File: config.mk
export PLATFORM = sky130hd
export DESIGN_NAME = mmio_timer_flat
export DESIGN_NICKNAME = d
export VERILOG_FILES = /design/src/rtl/mmio_timer_if.sv /design/src/rtl/mmio_timer.sv /design/src/flat_wrapper.sv
export SDC_FILE = /design/constraint.sdc
export NUM_CORES = 1
export LEC_CHECK = 0
export ABC_AREA = 1
export CORE_MARGIN = 1
export CORE_UTILIZATION = 30
export CTS_BUF_LIST = sky130_fd_sc_hd__clkbuf_4 sky130_fd_sc_hd__clkbuf_8 sky130_fd_sc_hd__clkbuf_16
export DETAILED_ROUTE_END_ITERATION = 8
export GPL_ROUTABILITY_DRIVEN = 0
export SLEW_MARGIN = 20
export SYNTH_ARGS = -nofsm -noshare
export SYNTH_HDL_FRONTEND = slang
export SYNTH_SLANG_ARGS = --single-unit
File: constraint.sdc
create_clock -name clk -period 7.21 [get_ports clk]
set_input_delay 1.0815 -clock clk [delete_from_list [all_inputs] [get_ports clk]]
set_output_delay 1.0815 -clock clk [all_outputs]
set_load 0.05 [all_outputs]
File: src/rtl/mmio_timer_if.sv
// Data-bus bundle shared by the CPU and the timer peripheral.
// Same strobe/address/type/data signals the data memory sees, plus hit for the read mux.
interface mmio_timer_if;
    logic        mem_w;
    logic [31:0] addr;
    logic [2:0]  dmType;
    logic [31:0] din;
    logic [31:0] dout;
    logic        hit;

    modport master (
        output mem_w,
        output addr,
        output dmType,
        output din,
        input  dout,
        input  hit
    );

    modport slave (
        input  mem_w,
        input  addr,
        input  dmType,
        input  din,
        output dout,
        output hit
    );
endinterface

File: src/rtl/mmio_timer.sv
// Memory-mapped prescaled 32-bit timer: CTRL/COUNT/COMPARE/STATUS registers,
// sticky compare-match flag and a registered interrupt line.
module mmio_timer #(
    parameter logic [31:0] BASE     = 32'hFFFF_0000,
    parameter int          PRESCALE = 4
) (
    input  logic         clk,
    input  logic         reset,
    mmio_timer_if.slave  bus,
    output logic         irq
);

    localparam int PW = (PRESCALE > 1) ? $clog2(PRESCALE) : 1;
    localparam logic [PW-1:0] PRE_LAST = PW'(PRESCALE - 1);

    localparam logic [1:0] OFF_CTRL    = 2'd0;
    localparam logic [1:0] OFF_COUNT   = 2'd1;
    localparam logic [1:0] OFF_COMPARE = 2'd2;
    localparam logic [1:0] OFF_STATUS  = 2'd3;

    typedef enum logic [1:0] {
        ACC_WORD,
        ACC_HALF,
        ACC_BYTE
    } acc_e;

    // ctrl_q: bit0 en, bit1 autoreload, bit2 ie
    logic [2:0]    ctrl_q,    ctrl_d;
    logic [31:0]   count_q,   count_d;
    logic [31:0]   compare_q, compare_d;
    logic          pend_q,    pend_d;
    logic [PW-1:0] pre_q,     pre_d;
    logic          irq_q,     irq_d;

    acc_e        acc;
    logic        sign_ext;
    logic [1:0]  lane;
    logic [1:0]  off;
    logic        hit;
    logic        aligned;
    logic        valid;
    logic [3:0]  be;
    logic [31:0] wmask;
    logic [31:0] wdata_al;
    logic [31:0] rd_reg;
    logic [7:0]  rd_byte;
    logic [15:0] rd_half;
    logic [31:0] rd_ext;

    logic        wr_ok;
    logic        wr_ctrl;
    logic        wr_count;
    logic        wr_compare;
    logic        wr_status;
    logic        tick;
    logic        match;
    logic        pend_clr;

    assign lane = bus.addr[1:0];
    assign off  = bus.addr[3:2];
    assign hit  = (bus.addr[31:4] == BASE[31:4]);

    always_comb begin
        acc      = ACC_WORD;
        sign_ext = 1'b0;
        case (bus.dmType)
            3'b001:  begin acc = ACC_HALF; sign_ext = 1'b1; end
            3'b010:  begin acc = ACC_HALF; sign_ext = 1'b0; end
            3'b011:  begin acc = ACC_BYTE; sign_ext = 1'b1; end
            3'b100:  begin acc = ACC_BYTE; sign_ext = 1'b0; end
            default: begin acc = ACC_WORD; sign_ext = 1'b0; end
        endcase
    end

    always_comb begin
        aligned  = 1'b1;
        be       = 4'b0000;
        wdata_al = bus.din;
        case (acc)
            ACC_HALF: begin
                aligned  = ~lane[0];
                be       = lane[1] ? 4'b1100 : 4'b0011;
                wdata_al = {2{bus.din[15:0]}};
            end
            ACC_BYTE: begin
                aligned  = 1'b1;
                be       = 4'b0001 << lane;
                wdata_al = {4{bus.din[7:0]}};
            end
            default: begin
                aligned  = (lane == 2'b00);
                be       = 4'b1111;
                wdata_al = bus.din;
            end
        endcase
    end

    assign valid = hit & aligned;
    assign wmask = {{8{be[3]}}, {8{be[2]}}, {8{be[1]}}, {8{be[0]}}};

    always_comb begin
        rd_reg = 32'd0;
        case (off)
            OFF_CTRL:    rd_reg = {29'd0, ctrl_q};
            OFF_COUNT:   rd_reg = count_q;
            OFF_COMPARE: rd_reg = compare_q;
            OFF_STATUS:  rd_reg = {31'd0, pend_q};
            default:     rd_reg = 32'd0;
        endcase
    end

    assign rd_byte = rd_reg[{lane, 3'b000} +: 8];
    assign rd_half = rd_reg[{lane[1], 4'b0000} +: 16];

    always_comb begin
        rd_ext = rd_reg;
        case (acc)
            ACC_HALF: rd_ext = {{16{sign_ext & rd_half[15]}}, rd_half};
            ACC_BYTE: rd_ext = {{24{sign_ext & rd_byte[7]}}, rd_byte};
            default:  rd_ext = rd_reg;
        endcase
    end

    assign bus.hit  = hit;
    assign bus.dout = valid ? rd_ext : 32'd0;

    assign wr_ok      = bus.mem_w & valid;
    assign wr_ctrl    = wr_ok & (off == OFF_CTRL);
    assign wr_count   = wr_ok & (off == OFF_COUNT);
    assign wr_compare = wr_ok & (off == OFF_COMPARE);
    assign wr_status  = wr_ok & (off == OFF_STATUS);

    assign tick     = ctrl_q[0] & (pre_q == PRE_LAST);
    assign match    = (count_q == compare_q);
    // W1C looks only at the written lane data, never at merged old contents
    assign pend_clr = wr_status & be[0] & wdata_al[0];

    always_comb begin
        ctrl_d    = ctrl_q;
        count_d   = count_q;
        compare_d = compare_q;
        pend_d    = pend_q;
        pre_d     = pre_q;
        irq_d     = pend_q & ctrl_q[2];

        if (wr_ctrl) begin
            ctrl_d = (ctrl_q & ~wmask[2:0]) | (wdata_al[2:0] & wmask[2:0]);
        end

        if (pend_clr) begin
            pend_d = 1'b0;
        end

        if (tick) begin
            if (match) begin
                pend_d  = 1'b1;
                count_d = ctrl_q[1] ? 32'd0 : count_q + 32'd1;
            end else begin
                count_d = count_q + 32'd1;
            end
        end

        // CPU write overrides the tick result; match above used the old COUNT
        if (wr_count) begin
            count_d = (count_q & ~wmask) | (wdata_al & wmask);
        end

        if (wr_compare) begin
            compare_d = (compare_q & ~wmask) | (wdata_al & wmask);
        end

        if (!ctrl_q[0] || !ctrl_d[0]) begin
            pre_d = '0;
        end else if (tick) begin
            pre_d = '0;
        end else begin
            pre_d = pre_q + 1'b1;
        end
    end

    always_ff @(posedge clk) begin
        if (reset) begin
            ctrl_q    <= 3'd0;
            count_q   <= 32'd0;
            compare_q <= 32'hFFFF_FFFF;
            pend_q    <= 1'b0;
            pre_q     <= '0;
            irq_q     <= 1'b0;
        end else begin
            ctrl_q    <= ctrl_d;
            count_q   <= count_d;
            compare_q <= compare_d;
            pend_q    <= pend_d;
            pre_q     <= pre_d;
            irq_q     <= irq_d;
        end
    end

    assign irq = irq_q;

endmodule

File: src/flat_wrapper.sv
// flat-port wrapper written by rule: the top's interface ports become plain ports
module mmio_timer_flat 
#(
    parameter logic [31:0] BASE     = 32'hFFFF_0000,
    parameter int          PRESCALE = 4
)
  (clk, reset, irq, bus_mem_w, bus_addr, bus_dmType, bus_din, bus_dout, bus_hit);
  mmio_timer_if bus_i ();
  input  logic clk;
  input  logic reset;
  output logic irq;
  input wire logic [$bits(bus_i.mem_w)-1:0] bus_mem_w;
  input wire logic [$bits(bus_i.addr)-1:0] bus_addr;
  input wire logic [$bits(bus_i.dmType)-1:0] bus_dmType;
  input wire logic [$bits(bus_i.din)-1:0] bus_din;
  output wire logic [$bits(bus_i.dout)-1:0] bus_dout;
  output wire logic [$bits(bus_i.hit)-1:0] bus_hit;
  assign bus_i.mem_w = bus_mem_w;
  assign bus_i.addr = bus_addr;
  assign bus_i.dmType = bus_dmType;
  assign bus_i.din = bus_din;
  assign bus_dout = bus_i.dout;
  assign bus_hit = bus_i.hit;
  mmio_timer #(.BASE(BASE), .PRESCALE(PRESCALE)) u_core (.clk(clk), .reset(reset), .bus(bus_i), .irq(irq));
endmodule
==> run_results.csv <==
group,metric,value,unit
sta,fmax,180.6,MHz
sta,setup_viol,0,
logic_synthesis,avgSynthCellArea,5.922,µm²
finish,area_delta_synth_final,22.62,%
route,vias,7420,
global_routing,grt_usage,0.2257,
worst_setup_path,path_buf_inv,6,
clock_network,clock_latency,350,ps
route,totalWireLength,24410,µm
logic_synthesis,synth_edf_count,0,
pwr,p_per_area,136.0,nW/µm²
clock_network,cts_resized,0,
floorplanning,dieArea,21790,µm²
logic_synthesis,synthAdderAreaFrac,0.007869,
worst_hold_path,whs_endpoint,"u_core.pre_q[0]$_SDFF_PP0_",
finish,diodes,0,
run_status,outcome,"completed",
route,drtPass1Iterations,5,
clock_network,clk_path_buf_depth,2,
clock_network,clk_pin_slew,70,ps
logic_synthesis,ys.flop_type,"dfxtp_1",
clock_network,clock_tree.root_cell,"clkbuf_16",
pwr,power_leakage,3.412,nW
worst_setup_path,crit_top_cell,"nor2_1",
finish,fin_area,7799,µm²
worst_setup_path,startpoint_type,"primary input",
floorplanning,io_pins,104,
route,drtIter0Drc,699,
worst_setup_path,r2r_setup_slack,4970,ps
clock_network,cts-hold-fix-buffers,0,
job,drv_cap,0,
sta,rsz0062_at_grt,"no",
sta,relSlewSlack,0.4887,
worst_setup_path,cp_max_fo,30,
logic_synthesis,yosysSeqAreaShare,0.2235,
logic_synthesis,synth_compound_area_frac,0.1759,
global_routing,grt_max_degree,45,
global_routing,grt-ovfl-total,0,
worst_setup_path,slowest_delay,820,ps
global_routing,grt_pass1_wl,38000,µm
worst_setup_path,worst_path_max_delay_cell,"clkdlybuf4s50_1",
worst_setup_path,cp_cell_sequence,"clkdlybuf4s50_1 -> a21oi_1 -> inv_1 -> nor2_1 -> inv_1 -> ha_1 -> buf_4 -> nor2_1 -> inv_1 -> o21ai_0 -> nor2_1 -> nor2_1 -> clkdlybuf4s50_1",
worst_setup_path,cp_top_family,"buffers and inverters",
logic_synthesis,synth_top_family_by_area,"simple AND/OR/NAND/NOR gates",
logic_synthesis,synth_nets,1148,
global_routing,antenna_found_initial,0,
placement,detailed_place_hpwl,18710,µm
worst_setup_path,r2r_cells,12,
logic_synthesis,synthSimpleGateAreaFrac,0.4153,
worst_setup_path,crit_type,"primary input to primary output",
worst_setup_path,endpoint_kind,"primary output",
clock_network,post_cts_buffers,0,
sta,finalMaxSlewViolations,0,
finish,fillers,2249,
floorplanning,initial_utilization,0.3103,
worst_setup_path,cp_data_required_time,6130,ps
route,ant_nets,0,
logic_synthesis,ys_ff_latch,71,
finish,drive_gt1_frac,0.07539,
sta,fin_crit,5536,ps
clock_network,cts_tree,"done",
clock_network,clkSinkCount,71,
route,wire_per_inst,17.14,µm
placement,port_buffers,103,
worst_hold_path,hold_path.startpoint,"u_core.pre_q[0]$_SDFF_PP0_",
sta,fin_skew,9.639,ps
floorplanning,die_y,147.6,µm
logic_synthesis,synth.distinct_cells,50,
sta,hold_viol_final,0,
sta,finalSetupTns,0,ps
floorplanning,dieWidth,147.6,µm
logic_synthesis,synth_mux_area_frac,0,
logic_synthesis,yosysWarnings,0,
route,viasPerCell,5.211,
sta,worst_pin_slew,764.1,ps
finish,instances_no_fill,1424,
route,drc,0,
logic_synthesis,synth_xor_area_frac,0.06059,
logic_synthesis,syn_area,6360,µm²
worst_hold_path,whs_path_depth,1,
worst_hold_path,hold_class,"register to register",
pwr,peakVddDrop,0.00009140,V
worst_setup_path,arrival,4450,ps
floorplanning,core_area,20490,µm²
clock_network,h-tree-depth,3,
global_routing,grt_pass1_vias,6829,
floorplanning,num_rows,52,
placement,place_area,7516,µm²
finish,nets,1223,
logic_synthesis,syn_inst,1074,
logic_synthesis,ys_async_sr_fraction,0,
clock_network,numCtsBuffers,9,
placement,dpl.cell_count,1408,
sta,period_share,0.7678,
stage by stage:
stage	util	total power [W]	hold WS [ps]	worst slack [ps]
floorplan	-	0.0005272	406.3	2701
global placement	0.3667	0.0006250	417.3	1739
detailed placement	0.3667	0.0006235	434.6	1687
CTS	0.3805	0.001057	444.3	1677
global route	0.3805	0.001096	469.3	1256
finish	0.3805	0.001061	450.2	1674
how the worst max path moves through the flow:
stage / from / cells after the start / to / slack (ps)
global placement: bus_dmType[0] / 11 / bus_dout[2] / 1740
CTS: bus_dmType[0] / 12 / bus_dout[2] / 1680
floorplan: bus_dmType[0] / 11 / bus_dout[9] / 2700
global route: bus_dmType[0] / 12 / bus_dout[3] / 1260
finish: bus_dmType[0] / 13 / bus_dout[3] / 1670
detailed placement: bus_dmType[0] / 12 / bus_dout[2] / 1690
per-layer routing:
layer  GRT usage  part of all wire
met5           0                 0
met4     0.08093             0.030
met3     0.04383             0.088
met2      0.3479              0.44
met1      0.3112              0.45
area by class of cell:
| cell class | instances | area [µm²] | share of cell area |
|---|---|---|---|
| tap | 270 | 337.8 | 0.04332 |
| sequential | 71 | 1421 | 0.1823 |
| multi-input combinational | 828 | 4195 | 0.5379 |
| clock inverter | 7 | 57.56 | 0.007380 |
| inverter | 132 | 500.5 | 0.06417 |
| clock buffer | 9 | 225.2 | 0.02888 |
| timing repair buffer | 107 | 1061 | 0.1361 |
worst register-to-register path: cells and delay by family (launching register included):
kind	cells	cell delay (ps)
AO/OA/AOI/OAI	1	60
buffers and inverters	3	560
flip-flops	1	420
AND/OR/NAND/NOR	8	1070
synth_stat cells, drive strengths merged (2+ instances only):
library cell  instances  area (µm²)
ha                    4       50.05
o31ai                 2       15.01
xor2                 23       201.4
nor3                 22       121.4
xnor2                21       183.9
o22ai                26       176.4
clkbuf               15       60.05
nand4                18       127.6
buf                  28       182.7
inv                 130       493.0
a211oi                4       30.03
a31oi                 2       12.51
nand2               326        1271
dfxtp                71        1421
o211ai               11       82.58
nand3b                6       45.04
o21ai                84       439.2
a32oi                 2       17.52
nor2                133       633.1
a21oi                59       310.3
clkinv                2       7.510
nor4                  2       12.51
nand3                76       410.4
placed cells by master, fill, tap and decap left out, types with 5 or more instances in the layout:
master and count:
o22ai_1 25, xnor2_1 21, nor3_1 21, nor2_1 109, nor2_2 11, nand2_1 313
a21oi_1 55, nand3_1 73, nand4_1 17, o21ai_0 75, nor2_4 12, nand2_2 10
clkdlybuf4s50_1 103, nand3b_1 6, o21ai_2 5, o211ai_1 11, clkbuf_16 9, inv_1 116
xor2_1 23, inv_2 13, dfxtp_1 71
report_power, final:
part	switching, W	internal (W)
combinational	0.000155	0.0000750
clock	0.000202	0.000237
sequential	0.000000000000115	0.000392
total	0.000357	0.000704
cells by family after synthesis:
group | Yosys count
AND/OR/NAND/NOR | 586
AO/OA/AOI/OAI | 194
buffers and inverters | 175
flip-flops | 71
XOR/XNOR | 44
adder cells (fa/ha/maj) | 4
Note: power is estimated with default switching activity, not from simulation.
